`config.mk`:
```
export PLATFORM = sky130hd
export DESIGN_NAME = uart_tx_core
export DESIGN_NICKNAME = d
export VERILOG_FILES = /design/src/rtl/uart_tx_core.sv
export SDC_FILE = /design/constraint.sdc
export NUM_CORES = 1
export LEC_CHECK = 0
export CAP_MARGIN = 20
export CORE_UTILIZATION = 55
export DETAILED_ROUTE_END_ITERATION = 16
export HOLD_SLACK_MARGIN = 0.06
export PLACE_DENSITY = 0.86
export REMOVE_ABC_BUFFERS = 1
export SETUP_SLACK_MARGIN = 0.05
export SKIP_CTS_REPAIR_TIMING = 1
export SYNTH_ARGS = -nofsm -noshare
export SYNTH_HDL_FRONTEND = slang
export SYNTH_SLANG_ARGS = --single-unit
```
`constraint.sdc`:
```
create_clock -name clk -period 2.9 [get_ports clk]
set_input_delay 0.58 -clock clk [delete_from_list [all_inputs] [get_ports clk]]
set_output_delay 0.58 -clock clk [all_outputs]
set_load 0.03 [all_outputs]
```
`src/rtl/uart_tx_core.sv`:
```
// uart_tx_core: UART transmitter with a one-deep holding register.
// A byte written by the LSU waits in the holding register. It is then framed
// as start, DATA_BITS data bits LSB-first, optional parity, and one or two
// stop bits, and shifted out on a registered serial line.
//
// Ports:
//   clk, rst     system clock, asynchronous active-high reset
//   tx_wdata     byte to transmit
//   tx_we        one-cycle write strobe
//   baud_div     clock cycles per serial bit (0 behaves as 1)
//   parity_en    append parity bit after data
//   parity_odd   1 = odd parity, 0 = even parity
//   two_stop     1 = two stop bits, 0 = one stop bit
//   clr_err      clears tx_overflow
//   tx           serial line, idle high
//   TxFF         holding register full
//   tx_busy      frame in progress
//   tx_done      one-cycle pulse after the last stop bit
//   tx_overflow  sticky: a write was dropped because TxFF was set
module uart_tx_core #(
  parameter int unsigned DATA_BITS = 8,
  parameter int unsigned DIV_W     = 16
) (
  input  logic                 clk,
  input  logic                 rst,
  input  logic [DATA_BITS-1:0] tx_wdata,
  input  logic                 tx_we,
  input  logic [DIV_W-1:0]     baud_div,
  input  logic                 parity_en,
  input  logic                 parity_odd,
  input  logic                 two_stop,
  input  logic                 clr_err,
  output logic                 tx,
  output logic                 TxFF,
  output logic                 tx_busy,
  output logic                 tx_done,
  output logic                 tx_overflow
);

  localparam logic [2:0] S_IDLE   = 3'd0;
  localparam logic [2:0] S_START  = 3'd1;
  localparam logic [2:0] S_DATA   = 3'd2;
  localparam logic [2:0] S_PARITY = 3'd3;
  localparam logic [2:0] S_STOP   = 3'd4;

  localparam int unsigned       IDX_W    = (DATA_BITS > 1) ? $clog2(DATA_BITS) : 1;
  localparam logic [IDX_W-1:0]  LAST_IDX = IDX_W'(DATA_BITS - 1);

  logic [2:0]           state;
  logic [DATA_BITS-1:0] hold;
  logic [DATA_BITS-1:0] shifter;
  logic [DATA_BITS-1:0] shift_next;
  logic [IDX_W-1:0]     bit_idx;
  logic [DIV_W-1:0]     bit_cnt;
  logic [DIV_W-1:0]     cfg_div_m1;
  logic [DIV_W-1:0]     div_m1;
  logic                 cfg_par_en;
  logic                 cfg_two_stop;
  logic                 par_bit;
  logic                 stop_second;
  logic                 bit_end;
  logic                 stop_end;
  logic                 load;

  always_comb begin
    div_m1     = (baud_div == '0) ? '0 : baud_div - DIV_W'(1);
    bit_end    = (bit_cnt == '0);
    stop_end   = (state == S_STOP) && bit_end && (!cfg_two_stop || stop_second);
    // A frame is loaded from the holding register either from an idle line
    // or on the very edge that ends the last stop bit (no idle gap).
    load       = TxFF && ((state == S_IDLE) || stop_end);
    shift_next = shifter >> 1;
  end

  assign tx_busy = (state != S_IDLE);

  // Holding register and overflow flag. Acceptance needs TxFF=0 and a load
  // needs TxFF=1, so the two never collide; a write on a load edge is dropped.
  always_ff @(posedge clk or posedge rst) begin
    if (rst) begin
      hold        <= '0;
      TxFF        <= 1'b0;
      tx_overflow <= 1'b0;
    end else begin
      if (tx_we && !TxFF) begin
        hold <= tx_wdata;
        TxFF <= 1'b1;
      end else if (load) begin
        TxFF <= 1'b0;
      end
      if (tx_we && TxFF) begin
        tx_overflow <= 1'b1;
      end else if (clr_err) begin
        tx_overflow <= 1'b0;
      end
    end
  end

  // Frame sequencer. Line config is captured at load so that mid-frame
  // register writes cannot corrupt the frame in flight.
  always_ff @(posedge clk or posedge rst) begin
    if (rst) begin
      state        <= S_IDLE;
      tx           <= 1'b1;
      tx_done      <= 1'b0;
      shifter      <= '0;
      bit_idx      <= '0;
      bit_cnt      <= '0;
      cfg_div_m1   <= '0;
      cfg_par_en   <= 1'b0;
      cfg_two_stop <= 1'b0;
      par_bit      <= 1'b0;
      stop_second  <= 1'b0;
    end else begin
      tx_done <= 1'b0;
      if (load) begin
        state        <= S_START;
        tx           <= 1'b0;
        shifter      <= hold;
        par_bit      <= (^hold) ^ parity_odd;
        cfg_par_en   <= parity_en;
        cfg_two_stop <= two_stop;
        cfg_div_m1   <= div_m1;
        bit_cnt      <= div_m1;
        if (stop_end) begin
          tx_done <= 1'b1;
        end
      end else if (state != S_IDLE) begin
        if (!bit_end) begin
          bit_cnt <= bit_cnt - DIV_W'(1);
        end else begin
          bit_cnt <= cfg_div_m1;
          case (state)
            S_START: begin
              state   <= S_DATA;
              tx      <= shifter[0];
              bit_idx <= '0;
            end
            S_DATA: begin
              if (bit_idx == LAST_IDX) begin
                if (cfg_par_en) begin
                  state <= S_PARITY;
                  tx    <= par_bit;
                end else begin
                  state       <= S_STOP;
                  tx          <= 1'b1;
                  stop_second <= 1'b0;
                end
              end else begin
                shifter <= shift_next;
                tx      <= shift_next[0];
                bit_idx <= bit_idx + IDX_W'(1);
              end
            end
            S_PARITY: begin
              state       <= S_STOP;
              tx          <= 1'b1;
              stop_second <= 1'b0;
            end
            S_STOP: begin
              if (stop_end) begin
                tx_done <= 1'b1;
                state   <= S_IDLE;
                tx      <= 1'b1;
              end else begin
                stop_second <= 1'b1;
              end
            end
            default: begin
              state <= S_IDLE;
              tx    <= 1'b1;
            end
          endcase
        end
      end
    end
  end

endmodule

```
# After elaboration in Yosys (flattened, before gate mapping)
# Cells that the tools add are included.
# word_totals
regBits,62
inputBits,31
out_inout_bits,5
# op_classes
add_sub_neg,3
eq_ne,12
mux,38
bitwise,2
reduce_logical,26
# op_table
operator,count
16-bit two-way mux,4
8-bit two-way mux,5
16-bit logical NOT,2
"16-bit by 1-bit subtractor with 16-bit output, second input constant",2
3-bit two-way mux,7
1-bit two-way mux,18
3-bit case mux with 4 select lines,1
2-bit nonzero test,6
"2-bit != test, second input constant",5
4-bit AND reduction,2
8-bit parity,1
7-bit AND reduction,1
"3-bit by 2-bit equality test with 1-bit output, second input constant",2
"3-bit equality test, second input constant",2
"3-bit != test, second input constant",2
1-bit case mux with 3 select lines,2
3-bit case mux with 2 select lines,1
3-bit nonzero test,2
1-bit logical AND,5
5-bit AND reduction,1
"3-bit by 1-bit adder with 3-bit output, second input constant",1
"3-bit by 1-bit equality test with 1-bit output, second input constant",1
3-bit logical NOT,1
3-bit AND reduction,1
other kinds (4),6

# Logic depth before layout (Yosys ltp)
# Gate-level depths: netlist (run 1).
# depth
word_depth,8
depth_mapped,11
mapped_depth_nobuf,8

# Worst setup path after synthesis (run 1)
# Ideal clock, no wire load.
# synth_path
path_type,register to register
startpoint,reg bit_cnt[0]
endpoint,reg bit_cnt[13]
setup_ns,0.067
arrival_time_ns,2.536
t_required_ns,2.833
path_slack_ns,0.297
path_stages_with_launch,12
n_path_buf,3
synth_period_minus_slack_ns,2.603
cell_sequence,dfrtp_1 -> inv_1 -> ha_1 -> or4b_4 -> or3_1 -> buf_2 -> o31a_1 -> buf_6 -> or2_1 -> buf_6 -> o21ai_2 -> a31o_1
# synth_between
elab_chain_len,6
# synth_rtl
item,line,source
"start, declared",54,logic [DIV_W-1:0] bit_cnt;
"start signal, assigned",124,bit_cnt <= div_m1;
"start signal, assigned",130,bit_cnt <= bit_cnt - DIV_W'(1);
"start signal, assigned",132,bit_cnt <= cfg_div_m1;
"parallel branches: the longest is 6 deep, another holds 16-bit by 1-bit subtractor with 16-bit output",-,
# Parallel ways; which one is timed is not known. The select of a mux whose other input is x is not followed.
# A chain may end at the register's enable or synchronous reset.

# Final worst setup path (run 1)
# layout_path
startpoint,in baud_div[1]
endpoint,reg cfg_div_m1[10]
# layout_between
elab_chain_len,2
# layout_rtl
item,line,source
"start, declared",28,"input logic [DIV_W-1:0] baud_div,"
16-bit by 1-bit subtractor with 16-bit output or 16-bit logical NOT (tied branches),66,div_m1 = (baud_div == '0) ? '0 : baud_div - DIV_W'(1);
16-bit two-way mux (*),66,
"end signal, assigned",123,cfg_div_m1 <= div_m1;
"end, declared",55,logic [DIV_W-1:0] cfg_div_m1;
# Mark *: on every way between the ends. The rest lies on a longest branch, timed or not.

==> results of run 1 <==
[stage by stage]
step | worst slack (ps) | setup TNS (ps)
2_1_floorplan | -1271 | -24560
3_3_place_gp | -74.52 | -415.5
3_5_place_dp | -175.6 | -1064
4_1_cts | 152.0 | 0
5_1_grt | 54.33 | 0
6_report | 122.7 | 0
[sequential cells by signal (all words and copies together), names as in the netlist]
signal	flops
bit_cnt	16
cfg_div_m1	16
hold	8
shifter	8
bit_idx	3
state	3
TxFF	1
cfg_par_en	1
cfg_two_stop	1
par_bit	1
stop_second	1
tx	1
tx_done	1
tx_overflow	1
[worst register-to-register path, cell delays in order, from the launching register on]
cell                      delay (ps)
sky130_fd_sc_hd__dfrtp_1         430
sky130_fd_sc_hd__inv_1            80
sky130_fd_sc_hd__ha_1            200
sky130_fd_sc_hd__or4b_4          530
sky130_fd_sc_hd__or3_1           350
sky130_fd_sc_hd__o31a_1          340
sky130_fd_sc_hd__buf_4           250
sky130_fd_sc_hd__nand2_1         200
sky130_fd_sc_hd__o31a_1          170
sky130_fd_sc_hd__o21ai_0          80
[cells in the final DEF, fill, tap and decap left out, types with 3 or more instances in the layout]
cell type / instances
sky130_fd_sc_hd__nor4_1: 7
sky130_fd_sc_hd__o31ai_1: 4
sky130_fd_sc_hd__clkbuf_8: 10
sky130_fd_sc_hd__a21o_1: 3
sky130_fd_sc_hd__ha_1: 5
sky130_fd_sc_hd__o21ai_0: 44
sky130_fd_sc_hd__xor2_1: 11
sky130_fd_sc_hd__buf_4: 33
sky130_fd_sc_hd__o211ai_1: 4
sky130_fd_sc_hd__nor3_1: 14
sky130_fd_sc_hd__inv_1: 11
sky130_fd_sc_hd__a21oi_1: 15
sky130_fd_sc_hd__xnor2_1: 14
sky130_fd_sc_hd__nand2_1: 52
sky130_fd_sc_hd__o22ai_1: 8
sky130_fd_sc_hd__or3_1: 6
sky130_fd_sc_hd__nand3_1: 8
sky130_fd_sc_hd__mux2_2: 13
sky130_fd_sc_hd__a31oi_1: 7
sky130_fd_sc_hd__dfrtp_1: 61
sky130_fd_sc_hd__or4_1: 6
sky130_fd_sc_hd__or2_2: 3
sky130_fd_sc_hd__mux2i_1: 12
sky130_fd_sc_hd__clkdlybuf4s50_1: 35
sky130_fd_sc_hd__nor2_1: 26
[final cells by class]
cell class                      instances  area share [%]
Clock buffer                           11           3.266
Clock inverter                          4           1.098
Inverter                               12           1.040
Timing Repair Buffer                   68           13.82
Sequential cell                        62           35.87
Tap cell                               75           2.168
Multi-Input combinational cell        295           42.75
[how the worst min path moves through the flow]
stage | start | end | slack [ps] | depth (start not counted)
after global placement | cfg_div_m1[0] | cfg_div_m1[0] | 440 | 2
final | cfg_div_m1[1] | cfg_div_m1[1] | 470 | 2
after CTS | cfg_div_m1[1] | cfg_div_m1[1] | 470 | 2
after global routing | cfg_div_m1[5] | cfg_div_m1[5] | 500 | 1
after detailed placement | cfg_div_m1[1] | cfg_div_m1[1] | 450 | 2
after floorplan | cfg_div_m1[1] | cfg_div_m1[1] | 430 | 2
[layer usage]
| metal | wire, microns | part of all wire, % |
|---|---|---|
| met2 | 4450 | 50 |
| met1 | 3734 | 42 |
| met5 | 0 | 0 |
| met4 | 209 | 2.4 |
| met3 | 484 | 5.5 |
[power by group through the flow]
stage | logic, mW | registers, mW | clock network [mW]
floorplan | 1.00 | 1.51 | 0
global placement | 1.34 | 1.56 | 0
detailed placement | 1.40 | 1.58 | 0
CTS | 1.43 | 1.57 | 0.748
global route | 1.60 | 1.63 | 0.780
finish | 1.44 | 1.58 | 0.741
[cells by family after synthesis]
logic type	after synthesis	share of synthesized area, %
AOI/OAI and AO/OA	100	17.11
xor gates and xnor gates	25	6.212
adders and majority gates	5	1.775
buffers and inverters	32	3.905
DFF	62	44.05
muxes	25	7.561
and+or+nand+nor	140	19.38
==> report_table.html, run 1 <==
<table>
<tr><th>Metric</th><th>Value</th></tr>
<tr><th colspan="2">GRT</th></tr>
<tr><td>Fraction of met3 tracks used by global routing</td><td>5.889%</td></tr>
<tr><td>Initial antenna violation count</td><td>0</td></tr>
<tr><td>Grt total ovfl</td><td>0</td></tr>
<tr><td>Number of global-route vias before repair</td><td>3137</td></tr>
<tr><td>Routing layer with the top usage in global route</td><td>met2</td></tr>
<tr><td>Met2 capacity usage during global routing</td><td>47.36%</td></tr>
<tr><td>Global-route wire length before repair</td><td>14640 microns</td></tr>
<tr><td>Met1 routing resource usage after global routing</td><td>37.28%</td></tr>
<tr><td>GRT Util Overall</td><td>29.38%</td></tr>
<tr><td>Pin count of the biggest net entering global routing</td><td>35</td></tr>
<tr><th colspan="2">Power</th></tr>
<tr><td>Net Sw Power</td><td>1.402 mW</td></tr>
<tr><td>Internal power summed over all cells</td><td>2.368 mW</td></tr>
<tr><td>Highest ir drop seen on vdd</td><td>0.6088 mV</td></tr>
<tr><td>Leakage component of the power</td><td>1.853 nW</td></tr>
<tr><td>Portion of total power attributed to combinational logic</td><td>38.3%</td></tr>
<tr><td>Sequential cell fraction of total power</td><td>42.0%</td></tr>
<tr><td>Power after layout</td><td>3.770 mW</td></tr>
<tr><td>Switching power share of the total</td><td>37.18%</td></tr>
<tr><td>Part of the power in the clock network</td><td>19.7%</td></tr>
<tr><td>Total power per unit cell area</td><td>870.8 nW/um^2</td></tr>
<tr><th colspan="2">STA</th></tr>
<tr><td>Maximum clock rate</td><td>360.1 MHz</td></tr>
<tr><td>Count of final hold-check violations</td><td>0</td></tr>
<tr><td>Hold WS</td><td>471.8 ps</td></tr>
<tr><td>Max Slew Vio Count</td><td>0</td></tr>
<tr><td>Pin slew with the least headroom to its limit</td><td>676.6 ps</td></tr>
<tr><td>Setup repair after global routing missed its margin</td><td>no</td></tr>
<tr><td>Final setup vio count</td><td>0</td></tr>
<tr><td>Portion of the clock cycle consumed by the worst path in the final layout</td><td>95.77%</td></tr>
<tr><td>Post-Route Skew</td><td>9.655 ps</td></tr>
<tr><td>Min Tclk post-route</td><td>2777 ps</td></tr>
<tr><td>Worst slew margin relative to its limit</td><td>54.83%</td></tr>
<tr><th colspan="2">Cells and area</th></tr>
<tr><td>Fillers</td><td>435</td></tr>
<tr><td>Cell area after layout</td><td>4329 sq um</td></tr>
<tr><td>Area occupied by multi-input gates</td><td>1851 sq um</td></tr>
<tr><td>Count of placed standard cells in the final layout, fillers left out</td><td>527</td></tr>
<tr><td>End-of-flow core utilization</td><td>71.43%</td></tr>
<tr><td>Fin nets</td><td>484</td></tr>
<tr><td>Share of layout cells above drive strength 1</td><td>16.59%</td></tr>
<tr><td>Register cell area after layout</td><td>1553 sq um</td></tr>
<tr><td>Area growth from synthesis to layout</td><td>22.83%</td></tr>
<tr><td>Count of inserted antenna diode cells</td><td>0</td></tr>
<tr><th colspan="2">Logic synthesis</th></tr>
<tr><td>Post-Synthesis Cell Area</td><td>3525 sq um</td></tr>
<tr><td>Yosys Warn Count</td><td>0</td></tr>
<tr><td>Number of unique standard cell types used by synthesis</td><td>49</td></tr>
<tr><td>Post-synth EDFFs</td><td>0</td></tr>
<tr><td>Cell type with the highest aggregate area in the netlist</td><td>sky130_fd_sc_hd__dfrtp_1</td></tr>
<tr><td>Gate count of the mapped netlist</td><td>389</td></tr>
<tr><td>Sequential element share of the synthesized area</td><td>44.05%</td></tr>
<tr><td>Fraction of post-synthesis cell area in the top cell type by area</td><td>43.31%</td></tr>
<tr><td>Most common cell in the netlist</td><td>sky130_fd_sc_hd__dfrtp_1</td></tr>
<tr><td>Area contributors post-synth</td><td>sky130_fd_sc_hd__dfrtp_1 (43%), sky130_fd_sc_hd__o21ai_0 (6.4%), sky130_fd_sc_hd__nand2_1 (5.5%)</td></tr>
<tr><td>Commonest cells in the netlist</td><td>sky130_fd_sc_hd__dfrtp_1 (61), sky130_fd_sc_hd__nand2_1 (52), sky130_fd_sc_hd__o21ai_0 (45)</td></tr>
<tr><td>Synth Flop Type</td><td>sky130_fd_sc_hd__dfrtp_1</td></tr>
<tr><td>Number of synthesized register bits</td><td>62</td></tr>
<tr><td>Post-synthesis async set-or-reset flop share</td><td>100.0%</td></tr>
<tr><td>Syn_area_per_cell</td><td>9.061 sq um</td></tr>
<tr><th colspan="2">Critical path</th></tr>
<tr><td>Path type of the worst setup path</td><td>primary input to flip-flop</td></tr>
<tr><td>R2r worst-path depth</td><td>9</td></tr>
<tr><td>Arr. time, crit path</td><td>3030 ps</td></tr>
<tr><td>Endpoint of the worst-slack reg-to-reg timing path</td><td>bit_cnt[10]</td></tr>
<tr><td>Launch instance of the worst register-to-register path</td><td>bit_cnt[0]</td></tr>
<tr><td>Worst reg-to-reg setup slack</td><td>160 ps</td></tr>
<tr><td>Family with the most delay on the worst path</td><td>simple AND/OR/NAND/NOR gates</td></tr>
<tr><td>Launching element type of the critical path</td><td>primary input</td></tr>
<tr><td>Critical path's slowest cell</td><td>sky130_fd_sc_hd__or4b_2</td></tr>
<tr><td>Crit. path cell count</td><td>8</td></tr>
<tr><td>CP max FO</td><td>3</td></tr>
<tr><td>CP Buf/Inv Count</td><td>2</td></tr>
<tr><td>Timing endpoint of the critical path</td><td>cfg_div_m1[10]</td></tr>
<tr><td>Chain of cells forming the critical path</td><td>clkdlybuf4s50_1 -&gt; inv_1 -&gt; ha_1 -&gt; or4b_2 -&gt; or3_1 -&gt; or4_1 -&gt; xor2_1 -&gt; o21ai_0</td></tr>
<tr><td>Critical Path Max Stage Delay</td><td>600 ps</td></tr>
<tr><td>Critical Path Sink Type</td><td>flip-flop</td></tr>
<tr><td>Data required time at the worst endpoint</td><td>3160 ps</td></tr>
<tr><td>Crit path launch</td><td>baud_div[1]</td></tr>
<tr><th colspan="2">Routing</th></tr>
<tr><td>Via count</td><td>3216</td></tr>
<tr><td>Total iterations of the first detailed-routing run</td><td>5</td></tr>
<tr><td>Final routed DRC violation total</td><td>0</td></tr>
<tr><td>Routed vias/inst</td><td>6.102</td></tr>
<tr><td>Routed wire length</td><td>8879 microns</td></tr>
<tr><td>First DRT Iteration DRCs</td><td>238</td></tr>
<tr><td>Remaining antenna violation count after routing</td><td>0</td></tr>
<tr><td>Wire length per cell</td><td>16.85 microns</td></tr>
<tr><th colspan="2">Die</th></tr>
<tr><td>Overall die area</td><td>6732 sq um</td></tr>
<tr><td>Number of rows in the core area</td><td>28</td></tr>
<tr><td>Top-level I/O count</td><td>36</td></tr>
<tr><td>Floorplan Core Area</td><td>6061 sq um</td></tr>
<tr><td>DIE WIDTH</td><td>82.05 microns</td></tr>
<tr><td>Starting Density</td><td>58.15%</td></tr>
<tr><td>Die Y-Extent</td><td>82.05 microns</td></tr>
<tr><th colspan="2">Run status</th></tr>
<tr><td>Result of the run</td><td>completed</td></tr>
<tr><th colspan="2">CTS</th></tr>
<tr><td>Clock input transition at the sequential cells of the worst setup and hold paths</td><td>60 ps</td></tr>
<tr><td>Clock latency on the worst-skew pair</td><td>350 ps</td></tr>
<tr><td>Maximum count of clock buffers along a single path</td><td>2</td></tr>
<tr><td>Number of CTS-inserted buffers</td><td>9</td></tr>
<tr><td>Clock Tree Root</td><td>sky130_fd_sc_hd__clkbuf_8</td></tr>
<tr><td>CTS tree</td><td>built</td></tr>
<tr><td>Clk sink count</td><td>62</td></tr>
<tr><td>Number of levels the H-tree was split into</td><td>3</td></tr>
<tr><th colspan="2">Min path</th></tr>
<tr><td>Worst min-delay path category</td><td>flip-flop to flip-flop</td></tr>
<tr><th colspan="2">Run</th></tr>
<tr><td>Max-capacitance violation count</td><td>0</td></tr>
<tr><th colspan="2">Place</th></tr>
<tr><td>Final weighted congestion in routability-driven placement</td><td>0.8857</td></tr>
<tr><td>HPWL Detailed</td><td>5965 microns</td></tr>
<tr><td>Number of I/O port buffers</td><td>35</td></tr>
<tr><td>Placed instance count</td><td>512</td></tr>
<tr><td>Cell area after placement</td><td>4128 sq um</td></tr>
</table>
(Power assumes the default switching activity.)
==> inputs of run 2 (changes only) <==
--- a/config.mk
+++ b/config.mk
@@ -8,6 +8,7 @@
 export CAP_MARGIN = 20
 export CORE_UTILIZATION = 55
 export DETAILED_ROUTE_END_ITERATION = 16
+export GPL_ROUTABILITY_DRIVEN = 0
 export HOLD_SLACK_MARGIN = 0.06
 export PLACE_DENSITY = 0.86
 export REMOVE_ABC_BUFFERS = 1
==> results of run 2 <==
The final DEF is identical to that of run 1; final timing and power are the same.
==> inputs of run 3 (changes only) <==
--- a/config.mk
+++ b/config.mk
@@ -7,12 +7,11 @@
 export LEC_CHECK = 0
 export CAP_MARGIN = 20
 export CORE_UTILIZATION = 55
+export CTS_BUF_LIST = sky130_fd_sc_hd__clkbuf_2
 export DETAILED_ROUTE_END_ITERATION = 16
 export GPL_ROUTABILITY_DRIVEN = 0
 export HOLD_SLACK_MARGIN = 0.06
 export PLACE_DENSITY = 0.86
-export REMOVE_ABC_BUFFERS = 1
-export SETUP_SLACK_MARGIN = 0.05
 export SKIP_CTS_REPAIR_TIMING = 1
 export SYNTH_ARGS = -nofsm -noshare
 export SYNTH_HDL_FRONTEND = slang
==> run 3 against run 2 <==
Utilization is 1.4 points lower; maximum frequency hardly changed; combinational power hardly changed; die area stayed put; clock power is 29% lower; sequential power hardly changed; largest power group unchanged; global-route usage is 1.2 points lower; design area is 2.0% lower; total power is 6.3% lower; first-iteration DRC count is 4.6% higher.
==> report_table.html, run 3 (same netlist as run 1, synthesis figures left out) <==
<table>
<tr><th>Metric</th><th>Value</th></tr>
<tr><th colspan="2">Power</th></tr>
<tr><td>Part of the power in the clock network</td><td>15.0%</td></tr>
<tr><td>Power after layout</td><td>3.533 mW</td></tr>
<tr><td>Highest ir drop seen on vdd</td><td>0.6347 mV</td></tr>
<tr><td>Net Sw Power</td><td>1.387 mW</td></tr>
<tr><td>Sequential cell fraction of total power</td><td>44.1%</td></tr>
<tr><td>Internal power summed over all cells</td><td>2.146 mW</td></tr>
<tr><td>Switching power share of the total</td><td>39.27%</td></tr>
<tr><td>Leakage component of the power</td><td>1.811 nW</td></tr>
<tr><td>Portion of total power attributed to combinational logic</td><td>40.9%</td></tr>
<tr><td>Total power per unit cell area</td><td>832.8 nW/um^2</td></tr>
<tr><th colspan="2">Critical path</th></tr>
<tr><td>CP max FO</td><td>19</td></tr>
<tr><td>Path type of the worst setup path</td><td>flip-flop to output port</td></tr>
<tr><td>Critical Path Sink Type</td><td>output port</td></tr>
<tr><td>Arr. time, crit path</td><td>2200 ps</td></tr>
<tr><td>Critical path's slowest cell</td><td>sky130_fd_sc_hd__dfrtp_1</td></tr>
<tr><td>Launching element type of the critical path</td><td>flip-flop</td></tr>
<tr><td>Chain of cells forming the critical path</td><td>nor3_1 -&gt; inv_1 -&gt; clkdlybuf4s50_1</td></tr>
<tr><td>Data required time at the worst endpoint</td><td>2320 ps</td></tr>
<tr><td>Critical Path Max Stage Delay</td><td>750 ps</td></tr>
<tr><th colspan="2">GRT</th></tr>
<tr><td>Routing layer with the top usage in global route</td><td>met2</td></tr>
<tr><td>Grt total ovfl</td><td>0</td></tr>
<tr><td>Initial antenna violation count</td><td>0</td></tr>
<tr><td>Fraction of met3 tracks used by global routing</td><td>7.111%</td></tr>
<tr><td>Global-route wire length before repair</td><td>14090 microns</td></tr>
<tr><td>Met2 capacity usage during global routing</td><td>45.37%</td></tr>
<tr><td>GRT Util Overall</td><td>28.13%</td></tr>
<tr><td>Met1 routing resource usage after global routing</td><td>35.99%</td></tr>
<tr><td>Pin count of the biggest net entering global routing</td><td>38</td></tr>
<tr><td>Number of global-route vias before repair</td><td>2980</td></tr>
<tr><th colspan="2">Routing</th></tr>
<tr><td>Via count</td><td>3179</td></tr>
<tr><td>Routed vias/inst</td><td>6.078</td></tr>
<tr><td>Wire length per cell</td><td>16.39 microns</td></tr>
<tr><td>Total iterations of the first detailed-routing run</td><td>5</td></tr>
<tr><td>Remaining antenna violation count after routing</td><td>0</td></tr>
<tr><td>First DRT Iteration DRCs</td><td>249</td></tr>
<tr><td>Routed wire length</td><td>8572 microns</td></tr>
<tr><td>Final routed DRC violation total</td><td>0</td></tr>
<tr><th colspan="2">Place</th></tr>
<tr><td>HPWL Detailed</td><td>6234 microns</td></tr>
<tr><td>Worst setup timing slack at the placement stage</td><td>-220.0 ps</td></tr>
<tr><td>Placed instance count</td><td>507</td></tr>
<tr><td>Cell area after placement</td><td>4115 sq um</td></tr>
<tr><td>Number of I/O port buffers</td><td>35</td></tr>
<tr><th colspan="2">CTS</th></tr>
<tr><td>Clock input transition at the sequential cells of the worst setup and hold paths</td><td>190 ps</td></tr>
<tr><td>CTS tree</td><td>built</td></tr>
<tr><td>Maximum count of clock buffers along a single path</td><td>2</td></tr>
<tr><td>Clk sink count</td><td>62</td></tr>
<tr><td>Clock Tree Root</td><td>sky130_fd_sc_hd__clkbuf_2</td></tr>
<tr><td>Number of CTS-inserted buffers</td><td>9</td></tr>
<tr><td>Number of levels the H-tree was split into</td><td>3</td></tr>
<tr><td>Clock latency on the worst-skew pair</td><td>510 ps</td></tr>
<tr><th colspan="2">Die</th></tr>
<tr><td>Die Y-Extent</td><td>82.05 microns</td></tr>
<tr><td>Top-level I/O count</td><td>36</td></tr>
<tr><td>Starting Density</td><td>58.15%</td></tr>
<tr><td>Number of rows in the core area</td><td>28</td></tr>
<tr><td>Overall die area</td><td>6732 sq um</td></tr>
<tr><td>DIE WIDTH</td><td>82.05 microns</td></tr>
<tr><td>Floorplan Core Area</td><td>6061 sq um</td></tr>
<tr><th colspan="2">Cells and area</th></tr>
<tr><td>Cell area after layout</td><td>4243 sq um</td></tr>
<tr><td>Share of layout cells above drive strength 1</td><td>15.63%</td></tr>
<tr><td>Fillers</td><td>465</td></tr>
<tr><td>Highest-count cells in the layout ignoring fill and taps</td><td>sky130_fd_sc_hd__dfrtp_1 (61), sky130_fd_sc_hd__nand2_1 (52), sky130_fd_sc_hd__o21ai_0 (44)</td></tr>
<tr><td>Most common cell after layout, fill and taps aside</td><td>sky130_fd_sc_hd__dfrtp_1</td></tr>
<tr><td>Count of inserted antenna diode cells</td><td>0</td></tr>
<tr><td>Area growth from synthesis to layout</td><td>20.38%</td></tr>
<tr><td>Count of placed standard cells in the final layout, fillers left out</td><td>523</td></tr>
<tr><td>Registers with the most flip-flops</td><td>bit_cnt x16, cfg_div_m1 x16</td></tr>
<tr><td>Fin nets</td><td>479</td></tr>
<tr><th colspan="2">STA</th></tr>
<tr><td>Min Tclk post-route</td><td>2776 ps</td></tr>
<tr><td>Post-Route Skew</td><td>25.32 ps</td></tr>
<tr><td>Count of final hold-check violations</td><td>0</td></tr>
<tr><td>Max Slew Vio Count</td><td>0</td></tr>
<tr><td>Maximum clock rate</td><td>360.3 MHz</td></tr>
<tr><td>Portion of the clock cycle consumed by the worst path in the final layout</td><td>95.72%</td></tr>
<tr><td>Final setup vio count</td><td>0</td></tr>
<tr><td>Fin worst setup slack</td><td>124.2 ps</td></tr>
<tr><td>Worst slew margin relative to its limit</td><td>48.03%</td></tr>
<tr><td>Pin slew with the least headroom to its limit</td><td>777.9 ps</td></tr>
<tr><th colspan="2">Run status</th></tr>
<tr><td>Result of the run</td><td>completed</td></tr>
<tr><th colspan="2">Run</th></tr>
<tr><td>Max-capacitance violation count</td><td>0</td></tr>
<tr><th colspan="2">Logic synthesis</th></tr>
<tr><td>Net count after synthesis</td><td>425</td></tr>
<tr><th colspan="2">Min path</th></tr>
<tr><td>Worst min-delay path category</td><td>primary input to async pin</td></tr>
</table>
==> run 3: power by group through the flow <==
stage                     clock (mW)  combinational [mW]  sequential [mW]
after detailed placement           0                1.43             1.57
final                          0.529                1.45             1.56
after CTS                      0.534                1.44             1.55
after global placement             0                1.34             1.54
after floorplan                    0                1.05             1.50
after global routing           0.562                1.60             1.61
==> run 3: worst paths after layout <==
check                         startpoint       endpoint  slack (ps)  cells after the start
hold / removal                       rst   cfg_two_stop         410                      2
min in group clk           cfg_div_m1[0]  cfg_div_m1[0]         480                      2
setup reg to reg              bit_cnt[0]    bit_cnt[11]         130                      9
setup / recovery                state[1]        tx_busy         120                      3
max in group asynchronous            rst             tx        1830                      3
hold reg to reg            cfg_div_m1[0]  cfg_div_m1[0]         480                      2
==> run 3: critical path, delay by kind of cell (launching register included) <==
family	cells	cell delay, ps
simple gates	1	130
flops	1	750
buf+inv	2	790
==> run 3: metrics by stage <==
stage | setup TNS, ps | hold slack, ps | utilization [%]
final | 0 | 410.1 | 70.00
after global routing | -14.49 | 447.0 | 70.00
after CTS | 0 | 421.8 | 69.76
after detailed placement | -1010 | 451.4 | 67.90
after global placement | -309.8 | 446.4 | 67.90
after floorplan | 0 | 432.1 | -
==> run 3: final cells by class <==
class / count / area, sq um / share of cell area [%]
flip-flops and latches: 62 / 1553 / 36.60
well taps: 75 / 93.84 / 2.212
multi-input cells: 295 / 1853 / 43.67
clock buffers: 10 / 50.05 / 1.180
repair buffers: 63 / 585.6 / 13.80
inverters: 12 / 45.04 / 1.062
clock inverters: 6 / 62.56 / 1.474
==> run 3: metal layers <==
metal | vias up | routed length (microns)
li1 | 1509 | -
met4 | 0 | 164
met5 | - | 0
met2 | 134 | 4215
met1 | 1517 | 3661
met3 | 19 | 530
